==> src/rtl/irq_arbiter_if.sv <==
// irq_arbiter_if: interrupt request handshake between the arbiter (master) and the core (slave).
//   irq_valid : request presented to the core
//   irq_id    : granted source index
//   irq_level : granted source priority
//   irq_ack   : core accepts the presented request
interface irq_arbiter_if #(
   parameter int IdWidth   = 3,
   parameter int PrioWidth = 3
);
   logic                 irq_valid;
   logic [IdWidth-1:0]   irq_id;
   logic [PrioWidth-1:0] irq_level;
   logic                 irq_ack;
   modport master (output irq_valid, irq_id, irq_level, input irq_ack);
   modport slave  (input irq_valid, irq_id, irq_level, output irq_ack);
endinterface

==> src/rtl/irq_arbiter.sv <==
// irq_arbiter: latches interrupt rises into a pending register, arbitrates and hands one source to the core.
//   clk               : system clock
//   reset             : asynchronous active-low reset
//   irq_in_i          : level interrupt_set per source (rising edge latched)
//   irq_enable_i      : per-source enable mask
//   irq_prio_i        : packed priorities, source i at [i*PrioWidth +: PrioWidth]
//   threshold_i       : core priority level; only strictly higher priorities are granted
//   core              : valid/id/level/ack handshake (irq_arbiter_if.master)
//   interrupt_clear_o : one-hot, one-cycle clear pulse to the granted source
//   pending_o         : pending register readback
//   max_latency_o     : worst valid-to-ack latency seen (only with IRQ_ARBITER_LATENCY_EN)
module irq_arbiter #(
   parameter int NumSrc    = 8,
   parameter int PrioWidth = 3,
   parameter int IdWidth   = $clog2(NumSrc)
) (
   input  logic                        clk,
   input  logic                        reset,
   input  logic [NumSrc-1:0]           irq_in_i,
   input  logic [NumSrc-1:0]           irq_enable_i,
   input  logic [NumSrc*PrioWidth-1:0] irq_prio_i,
   input  logic [PrioWidth-1:0]        threshold_i,
   irq_arbiter_if.master               core,
   output logic [NumSrc-1:0]           interrupt_clear_o,
   output logic [NumSrc-1:0]           pending_o
`ifdef IRQ_ARBITER_LATENCY_EN
   ,
   output logic [31:0]                 max_latency_o
`endif
);
   typedef enum logic [1:0] {IDLE, REQ, CLEAR} state_e;
   state_e               state_q, state_d;
   logic [NumSrc-1:0]    pending_q, pending_d, irq_in_q, clear_q, clear_d, ack_clr;
   logic                 valid_q, valid_d, win_found;
   logic [IdWidth-1:0]   id_q, id_d, win_id;
   logic [PrioWidth-1:0] level_q, level_d, win_prio;
   // Strictly-greater compare keeps the lowest index on priority ties.
   always_comb begin
      win_found = 1'b0;
      win_id    = '0;
      win_prio  = '0;
      for (int i = 0; i < NumSrc; i++)
         if (pending_q[i] && irq_enable_i[i] && irq_prio_i[i*PrioWidth +: PrioWidth] > threshold_i &&
             (!win_found || irq_prio_i[i*PrioWidth +: PrioWidth] > win_prio)) begin
            win_found = 1'b1;
            win_id    = IdWidth'(i);
            win_prio  = irq_prio_i[i*PrioWidth +: PrioWidth];
         end
   end
   always_comb begin
      state_d = state_q;
      valid_d = valid_q;
      id_d    = id_q;
      level_d = level_q;
      ack_clr = '0;
      case (state_q)
         IDLE: if (win_found) begin
            valid_d = 1'b1;
            id_d    = win_id;
            level_d = win_prio;
            state_d = REQ;
         end
         REQ: if (core.irq_ack) begin
            ack_clr[id_q] = 1'b1;
            valid_d       = 1'b0;
            state_d       = CLEAR;
         end
         default: state_d = IDLE;
      endcase
      clear_d = ack_clr;
   end
   // A new rise in the ack cycle wins over the clear.
   assign pending_d = (pending_q & ~ack_clr) | (irq_in_i & ~irq_in_q);
   always_ff @(posedge clk or negedge reset)
      if (!reset) begin
         state_q   <= IDLE;
         pending_q <= '0;
         irq_in_q  <= '0;
         clear_q   <= '0;
         valid_q   <= 1'b0;
         id_q      <= '0;
         level_q   <= '0;
      end else begin
         state_q   <= state_d;
         pending_q <= pending_d;
         irq_in_q  <= irq_in_i;
         clear_q   <= clear_d;
         valid_q   <= valid_d;
         id_q      <= id_d;
         level_q   <= level_d;
      end
   assign core.irq_valid    = valid_q;
   assign core.irq_id       = id_q;
   assign core.irq_level    = level_q;
   assign interrupt_clear_o = clear_q;
   assign pending_o         = pending_q;
`ifdef IRQ_ARBITER_LATENCY_EN
   // Counter holds the number of cycles irq_valid has been high, so an ack on the Nth edge reads N.
   logic [31:0] cnt_q, max_q;
   always_ff @(posedge clk or negedge reset)
      if (!reset) begin
         cnt_q <= '0;
         max_q <= '0;
      end else begin
         if (state_q == IDLE && win_found) cnt_q <= 32'd1;
         else if (state_q == REQ) cnt_q <= cnt_q + {31'd0, ~&cnt_q};
         if (state_q == REQ && core.irq_ack && cnt_q > max_q) max_q <= cnt_q;
      end
   assign max_latency_o = max_q;
`endif
endmodule

==> src/flat_wrapper.sv <==
// flat-port wrapper written by rule: the top's interface ports become plain ports
module irq_arbiter_flat 
#(
   parameter int NumSrc    = 8,
   parameter int PrioWidth = 3,
   parameter int IdWidth   = $clog2(NumSrc)
)
  (clk, reset, irq_in_i, irq_enable_i, irq_prio_i, threshold_i, interrupt_clear_o, pending_o, core_irq_valid, core_irq_id, core_irq_level, core_irq_ack);
  irq_arbiter_if #(.IdWidth(IdWidth), .PrioWidth(PrioWidth)) core_i ();
  input  logic clk;
  input  logic reset;
  input  logic [NumSrc-1:0] irq_in_i;
  input  logic [NumSrc-1:0] irq_enable_i;
  input  logic [NumSrc*PrioWidth-1:0] irq_prio_i;
  input  logic [PrioWidth-1:0] threshold_i;
  output logic [NumSrc-1:0] interrupt_clear_o;
  output logic [NumSrc-1:0] pending_o;
  output wire logic [$bits(core_i.irq_valid)-1:0] core_irq_valid;
  output wire logic [$bits(core_i.irq_id)-1:0] core_irq_id;
  output wire logic [$bits(core_i.irq_level)-1:0] core_irq_level;
  input wire logic [$bits(core_i.irq_ack)-1:0] core_irq_ack;
  assign core_irq_valid = core_i.irq_valid;
  assign core_irq_id = core_i.irq_id;
  assign core_irq_level = core_i.irq_level;
  assign core_i.irq_ack = core_irq_ack;
  irq_arbiter #(.NumSrc(NumSrc), .PrioWidth(PrioWidth), .IdWidth(IdWidth)) u_core (.clk(clk), .reset(reset), .irq_in_i(irq_in_i), .irq_enable_i(irq_enable_i), .irq_prio_i(irq_prio_i), .threshold_i(threshold_i), .core(core_i), .interrupt_clear_o(interrupt_clear_o), .pending_o(pending_o));
endmodule
==> config.mk <==
export PLATFORM = sky130hd
export DESIGN_NAME = irq_arbiter_flat
export DESIGN_NICKNAME = d
export VERILOG_FILES = /design/src/rtl/irq_arbiter_if.sv /design/src/rtl/irq_arbiter.sv /design/src/flat_wrapper.sv
export SDC_FILE = /design/constraint.sdc
export NUM_CORES = 1
export LEC_CHECK = 0
export ABC_AREA = 1
export CAP_MARGIN = 20
export CORE_MARGIN = 2
export CORE_UTILIZATION = 50
export DETAILED_ROUTE_END_ITERATION = 7
export GPL_ROUTABILITY_DRIVEN = 0
export GPL_TIMING_DRIVEN = 0
export PLACE_DENSITY = 0.81
export SYNTH_ARGS = -nofsm -noshare
export SYNTH_HDL_FRONTEND = slang
export SYNTH_SLANG_ARGS = --single-unit
==> constraint.sdc <==
create_clock -name clk -period 8.3 [get_ports clk]
set_input_delay 1.245 -clock clk [delete_from_list [all_inputs] [get_ports clk]]
set_output_delay 1.245 -clock clk [all_outputs]
set_load 0.01 [all_outputs]
==> results.md, run 1 <==
- Post-DP HPWL: 5.39 mm
- Ratio of cells with drive above 1 in the final layout: 34.5%
- CTS tree: built
- Peak supply drop: 189 uV
- #FFs+latches synth: 33
- Crit Path Category: in -> reg
- Seq/Total Area, Yosys: 30.3%
- Final wirelength: 9.75 mm
- Most frequent cells in the layout: clkdlybuf4s50_1 (61), nand2_1 (56), buf_4 (45)
- Slew @ Worst Pin: 0.579 ns
- Startpoint types: input pin
- R2r setup slk: -0.08 ns
- Top Ports: 69
- Failing checks: negative setup slack
- CP peak stage delay: 0.30 ns
- Pleak: 2.15 nW
- DR vias: 3111
- Synth area leader: dfrtp_1
- RSZ-0062 raised after global routing: true
- Final slew viol count: 0
- DR vias/cell: 5.59
- Initial drt markers: 182
- Final nets: 577
- Initial Util: 52.6%
- Core ar.: 5170 sq um
- Max_slew headroom: 61.3%
- Std-Cell Rows: 26
- Layout Skew: 0.00564 ns
- Drt wl/cell: 17.5 microns
- Worst r2r path cells: 66
- Setup WS post-layout: -1.18 ns
- Synth unique cells: 28
- Final ANT Viol Nets: 0
- Share of total power in the clock network: 11.1%
- Area of the multi-input gates: 2190 sq um
- Critical Path Sink Type: flip-flop
- Req. time, crit path: 8.48 ns
- Synth area leaders: dfrtp_1 (30%), ha_1 (21%), nand2_1 (12%)
- IO buf count: 68
- Minimum clock period: 9.48 ns
- Netlist Area Pre-Place: 2720 sq um
- CTS buffer count: 5
- Worst-path clk slew: 0.06 ns
- Fin. Hold Viols: 0
- Maximum number of pins on one net before global-route repair: 22
- Internal power: 575 uW
- Commonest non-fill, non-tap cell in the layout: clkdlybuf4s50_1
- HP Class: reg -> reg
- Antenna cells: 0
- Area growth syn-to-layout: 62.8%
- Critical Path AT: 9.66 ns
- GRT overflow: 0
- Worst path slowest cell: ha_4
- Seq pwr share: 22.7%
- Setup crit start: threshold_i[2]
- Highest Clock Rate: 0.105 GHz
- Power Density: 231 nW/um^2
- Max clock buf depth: 2
- Most common cell on crit path: nand2_2
- Syn Nets: 456
- Die W: 77.8 microns
- Post-synth top area share: 30.3%
- Filler cells: 297
- First-pass GRT wire length: 13.4 mm
- Final Power: 1.02 mW
- WHS: 0.417 ns
- H-tree Lvls: 2
- Vias in the first global route: 2902
- Hold depth: 1
- Crit-path max FO: 8
- Endpoints failing setup: 6
- Hold Path Origin: u_core.irq_in_q[4]$_DFF_PN0_
- Cells after Synth: 365
- Avg Synthesized Cell Area: 7.46 sq um
- Switching share of total power: 43.8%
- Root Buffer: clkbuf_8
- Hold-fix buffers, CTS: 0
- Comb pwr share: 66.3%
- 1st-pass router iterations: 5
- Final Util: 85.7%
- R2r startpoint: u_core.pending_o[0]$_DFF_PN0_
- Yosys warns: 0
- DIE AREA: 6050 sq um
- Outcome: complete, but fails checks
- Clk Latency, worst-skew pair: 0.28 ns
- DRC viols: 0
- FF/Latch Area: 826 sq um
- Initial antenna violation count: 0
- GRT Util Overall: 27.8%
- Sink Count: 33
- Net Sw Power: 449 uW
- Max Cap Viol: 0
- Final period util: 114%
- Die Y: 77.8 microns
[metal layers]
layer	GRT usage [%]	wire length [microns]
met1	34.9	3880
met4	9.29	493
met2	48.3	4660
met5	0	0
met3	4.42	709
[power groups by stage]
stage,sequential (mW),clock [mW],combinational [mW]
after CTS,0.233,0.117,0.543
final,0.232,0.113,0.679
after global routing,0.238,0.124,0.726
after detailed placement,0.234,0,0.459
after global placement,0.233,0,0.443
after floorplan,0.242,0,0.283
[worst max-delay path, delay by kind of cell]
| kind | cells | cell delay (ns) |
|---|---|---|
| AOI/OAI and AO/OA | 12 | 1.41 |
| adders and majority gates | 8 | 2.09 |
| buffers and inverters | 8 | 0.65 |
| and+or+nand+nor | 41 | 4.23 |
[cell usage after synthesis]
cell type / instances
a21oi_4: 1
inv_1: 52
ha_1: 45
and2_1: 7
nor2_2: 1
o21ai_0: 28
a211oi_1: 2
nand3b_1: 2
nor3_4: 1
nor2_4: 2
nand4_1: 1
nand3_1: 39
nand3_4: 1
or2_1: 2
a311oi_1: 1
inv_2: 3
dfrtp_1: 33
nor2_1: 26
nand2_4: 2
nand3_2: 1
a31oi_1: 3
o21bai_1: 1
o21a_1: 1
o21ai_1: 4
nand2_1: 90
a21oi_1: 12
nand2_2: 3
a21boi_2: 1
[per-stage QoR]
step                      cell area (sq um)  setup slack, ns  instances  setup TNS [ns]
after floorplan                        2820           -0.146        365          -0.722
after CTS                              4130           -0.394        548           -2.17
final                                  4430            -1.18        557           -6.71
after global routing                   4430            -1.53        557           -8.82
after detailed placement               3610            -1.66        504           -9.75
after global placement                 3590            -1.55        503           -9.04
[flip-flops by register name (all words and copies together) (netlist names)]
name	cells
u_core.core.irq_level	3
u_core.core.irq_valid	1
u_core.state_q	2
u_core.interrupt_clear_o	8
u_core.pending_o	8
u_core.core.irq_id	3
u_core.irq_in_q	8
[cells by family after synthesis]
kind of cell / after synthesis / synth area share (%)
simple gates: 178 / 30.2
flops: 33 / 30.3
buf+inv: 55 / 7.58
fa+ha+maj: 45 / 20.7
compound gates: 54 / 11.2
[path summary, 6_finish.rpt]
kind / endpoint
setup reg to reg: u_core.core.irq_level[1]$_DFFE_PN0P_
hold / removal: u_core.pending_o[4]$_DFF_PN0_
max in group asynchronous: u_core.irq_in_q[4]$_DFF_PN0_
setup / recovery: u_core.core.irq_level[1]$_DFFE_PN0P_
hold reg to reg: u_core.pending_o[4]$_DFF_PN0_
min in group asynchronous: u_core.core.irq_valid$_DFFE_PN0P_
[layout make-up]
cell class / instances / share of cell area, %
clock buffer: 8 / 1.81
inverter: 55 / 4.94
multi-input combinational: 277 / 49.5
sequential: 33 / 18.6
tap: 70 / 1.98
timing repair buffer: 114 / 23.2
[what timing repair did]
action                                  CTS  global route
hold endpoints to repair                  0             0
pin swaps                                53            61
buffers inserted                         36             9
endpoints found under the setup margin    6             6
resized for setup                        63            57
Note: power is estimated with default switching activity, not from simulation.
==> run 2, diff against run 1 <==
Settings changed: CORE_UTILIZATION 50 to 60, DONT_BUFFER_PORTS from default to 1, PLACE_DENSITY 0.81 to 0.76.
==> results.md, run 2 (synthesis gave the netlist of run 1 again) <==
- Core ar.: 4350 sq um (-16%)
- Highest Clock Rate: 0.105 GHz (-0.72%)
- CTS buffer count: 5 (unchanged)
- Hold-fix buffers, CTS: 0 (unchanged)
- Failing checks: negative setup slack
- Initial antenna violation count: 0 (unchanged)
- Maximum number of pins on one net before global-route repair: 34 (+55%)
- GRT overflow: 0 (unchanged)
- Comb pwr share: 60.5% (-5.8 points)
- Switching share of total power: 45.8% (+2.0 points)
- Grt peak-use layer: met2
- Post-DP HPWL: 4.91 mm (-8.8%)
- Initial drt markers: 312 (+71%)
- Power Density: 248 nW/um^2 (+7.4%)
- Final slew viol count: 0 (unchanged)
- Clk Latency, worst-skew pair: 0.28 ns (about the same)
- DIE AREA: 5090 sq um (-16%)
- Die W: 71.4 microns (-8.3%)
- RSZ-0062 raised after global routing: true
- Final Util: 86.1% (+0.44 points)
- Endpoints failing setup: 6 (unchanged)
- Critical path's top delay family: simple AND/OR/NAND/NOR gates
- DP Area: 2890 sq um (-20%)
- Final wirelength: 9.48 mm (-2.7%)
- Initial Util: 62.5% (+9.9 points)
- Layout Skew: 0.00241 ns (-0.00322 ns)
- Req. time, crit path: 8.47 ns (about the same)
- Hold Path Origin: u_core.irq_in_q[2]$_DFF_PN0_
- WHS: 0.419 ns (+0.00285 ns)
- Top Ports: 69 (unchanged)
- Fin. Hold Viols: 0 (unchanged)
- H-tree Lvls: 2 (unchanged)
- Pleak: 1.88 nW (-12%)
- WP buf/inv: 9 (+1)
- Outcome: complete, but fails checks
- Commonest non-fill, non-tap cell in the layout: nand2_1
- Std-Cell Rows: 24 (-7.7%)
- Seq pwr share: 27.2% (+4.5 points)
- Worst r2r path cells: 65 (-1.5%)
- Final nets: 515 (-11%)
- Minimum clock period: 9.55 ns (+0.0687 ns)
- DR vias/cell: 6.28 (+12%)
- Max clock buf depth: 2 (unchanged)
- Peak supply drop: 208 uV (+9.7%)
- Ratio of cells with drive above 1 in the final layout: 39.8% (+5.3 points)
- Startpoint types: input pin
- Worst path slowest cell: ha_4
- R2r startpoint: u_core.pending_o[0]$_DFF_PN0_
- Grt met1 use: 38.1% (+3.2 points)
- Share of total power in the clock network: 12.2% (+1.1 points)
- R2r setup slk: -0.24 ns (-0.16 ns)
- Design area: 3750 sq um (-15%)
- Root Buffer: clkbuf_8
- Hold depth: 1 (unchanged)
- Filler cells: 222 (-25%)
- Crit-path max FO: 8 (unchanged)
- HP Class: reg -> reg
- Met3 track demand over resource: 5.63% (+1.2 points)
- Met2 GRT Util: 57.3% (+9.0 points)
- Die Y: 71.4 microns (-8.3%)
- Drt wl/cell: 19.9 microns (+14%)
- Area growth syn-to-layout: 37.7%
- Reg-to-reg critical path endpoint: u_core.core.irq_level[0]$_DFFE_PN0P_
- Max_slew headroom: 59.2% (-2.2 points)
- DRC viols: 0 (unchanged)
- IO buf count: 0 (-100%)
- DR vias: 2996 (-3.7%)
- First-pass GRT wire length: 13.0 mm (-2.8%)
- Antenna cells: 0 (unchanged)
- Setup WS post-layout: -1.25 ns (-0.0687 ns)
- Sink Count: 33 (unchanged)
- Vias in the first global route: 2917 (+0.52%)
- Worst-path clk slew: 0.07 ns (about the same)
- Most frequent cells in the layout: nand2_1 (57), buf_4 (51), inv_1 (44)
- Worst hold path endpoint: u_core.pending_o[2]$_DFF_PN0_
- Critical Path Sink Type: flip-flop
- 1st-pass router iterations: 5 (unchanged)
- GRT Util Overall: 32.6% (+4.9 points)
- Internal power: 504 uW (-12%)
- Crit Path Category: in -> reg
- Critical Path AT: 9.72 ns (+0.06 ns)
- Final ANT Viol Nets: 0 (unchanged)
- CP peak stage delay: 0.30 ns (about the same)
- Most common cell on crit path: nand2_1
- CTS tree: built
- Slew @ Worst Pin: 0.613 ns (+0.0341 ns)
- Net Sw Power: 427 uW (-4.9%)
- Final period util: 115% (+0.83 points)
- Max Cap Viol: 0 (unchanged)
## run 2: changes by cell type in the layout (fill, tap and decap cells not counted), moves of 3 or more
cell and change:
nand3_2 +4, buf_2 -3, clkbuf_1 -3, nand3_4 -3, buf_4 +6, clkdlybuf4s50_1 -61
## run 2: worst max-delay path by stage
stage                         startpoint                              endpoint  slack, ns  cells after the start
after global routing      threshold_i[1]  u_core.core.irq_level[0]$_DFFE_PN0P_      -1.49                     67
after CTS                 threshold_i[2]  u_core.core.irq_level[0]$_DFFE_PN0P_      -0.29                     67
final                     threshold_i[1]  u_core.core.irq_level[0]$_DFFE_PN0P_      -1.25                     67
after detailed placement  threshold_i[1]  u_core.core.irq_level[0]$_DFFE_PN0P_      -1.18                     65
after floorplan           threshold_i[1]  u_core.core.irq_level[0]$_DFFE_PN0P_      -0.15                     67
after global placement    threshold_i[1]  u_core.core.irq_level[0]$_DFFE_PN0P_      -1.04                     67
## run 2: layer usage
layer | wire, microns | share of wire (%)
met1 | 3580 | 38
met2 | 4470 | 47
met3 | 810 | 8.5
met4 | 629 | 6.6
met5 | 0 | 0
## run 2: layout make-up
cell class	count	area, sq um	area share, %
clock inverters	3	17.5	0.467
clock buffers	5	68.8	1.84
well taps	52	65.1	1.74
flip-flops and latches	33	826	22.0
repair buffers	52	394	10.5
multi-input cells	277	2160	57.6
inverters	55	219	5.84
## run 2: repair_timing
action / in CTS / in global routing
gates resized for setup: 43 / 44
buffers inserted: 39 / 14
pin swaps: 37 / 62
setup endpoints to repair: 6 / 6
## run 2: worst reg2reg max path, delay by kind of cell (launching register included)
family / cells / cell delay, ns
adder cells (fa/ha/maj): 7 / 1.82
buffers and inverters: 9 / 0.83
AND/OR/NAND/NOR: 39 / 4.00
flip-flops: 1 / 0.41
AO/OA/AOI/OAI: 10 / 1.40
## run 2: metrics by stage
| stage | setup TNS (ns) | setup slack [ns] | total power [mW] | std cells |
|---|---|---|---|---|
| finish | -7.18 | -1.25 | 0.931 | 477 |
| global route | -8.73 | -1.49 | 0.996 | 477 |
| CTS | -1.51 | -0.287 | 0.810 | 464 |
| detailed placement | -6.76 | -1.18 | 0.602 | 417 |
| global placement | -6.00 | -1.04 | 0.590 | 417 |
| floorplan | -0.722 | -0.146 | 0.526 | 365 |
## run 2: power groups by stage
stage / registers [mW] / clock network, mW / logic [mW]
2_1_floorplan: 0.242 / 0 / 0.283
3_3_place_gp: 0.255 / 0 / 0.334
3_5_place_dp: 0.256 / 0 / 0.346
4_1_cts: 0.254 / 0.115 / 0.442
5_1_grt: 0.259 / 0.123 / 0.614
6_report: 0.254 / 0.114 / 0.563
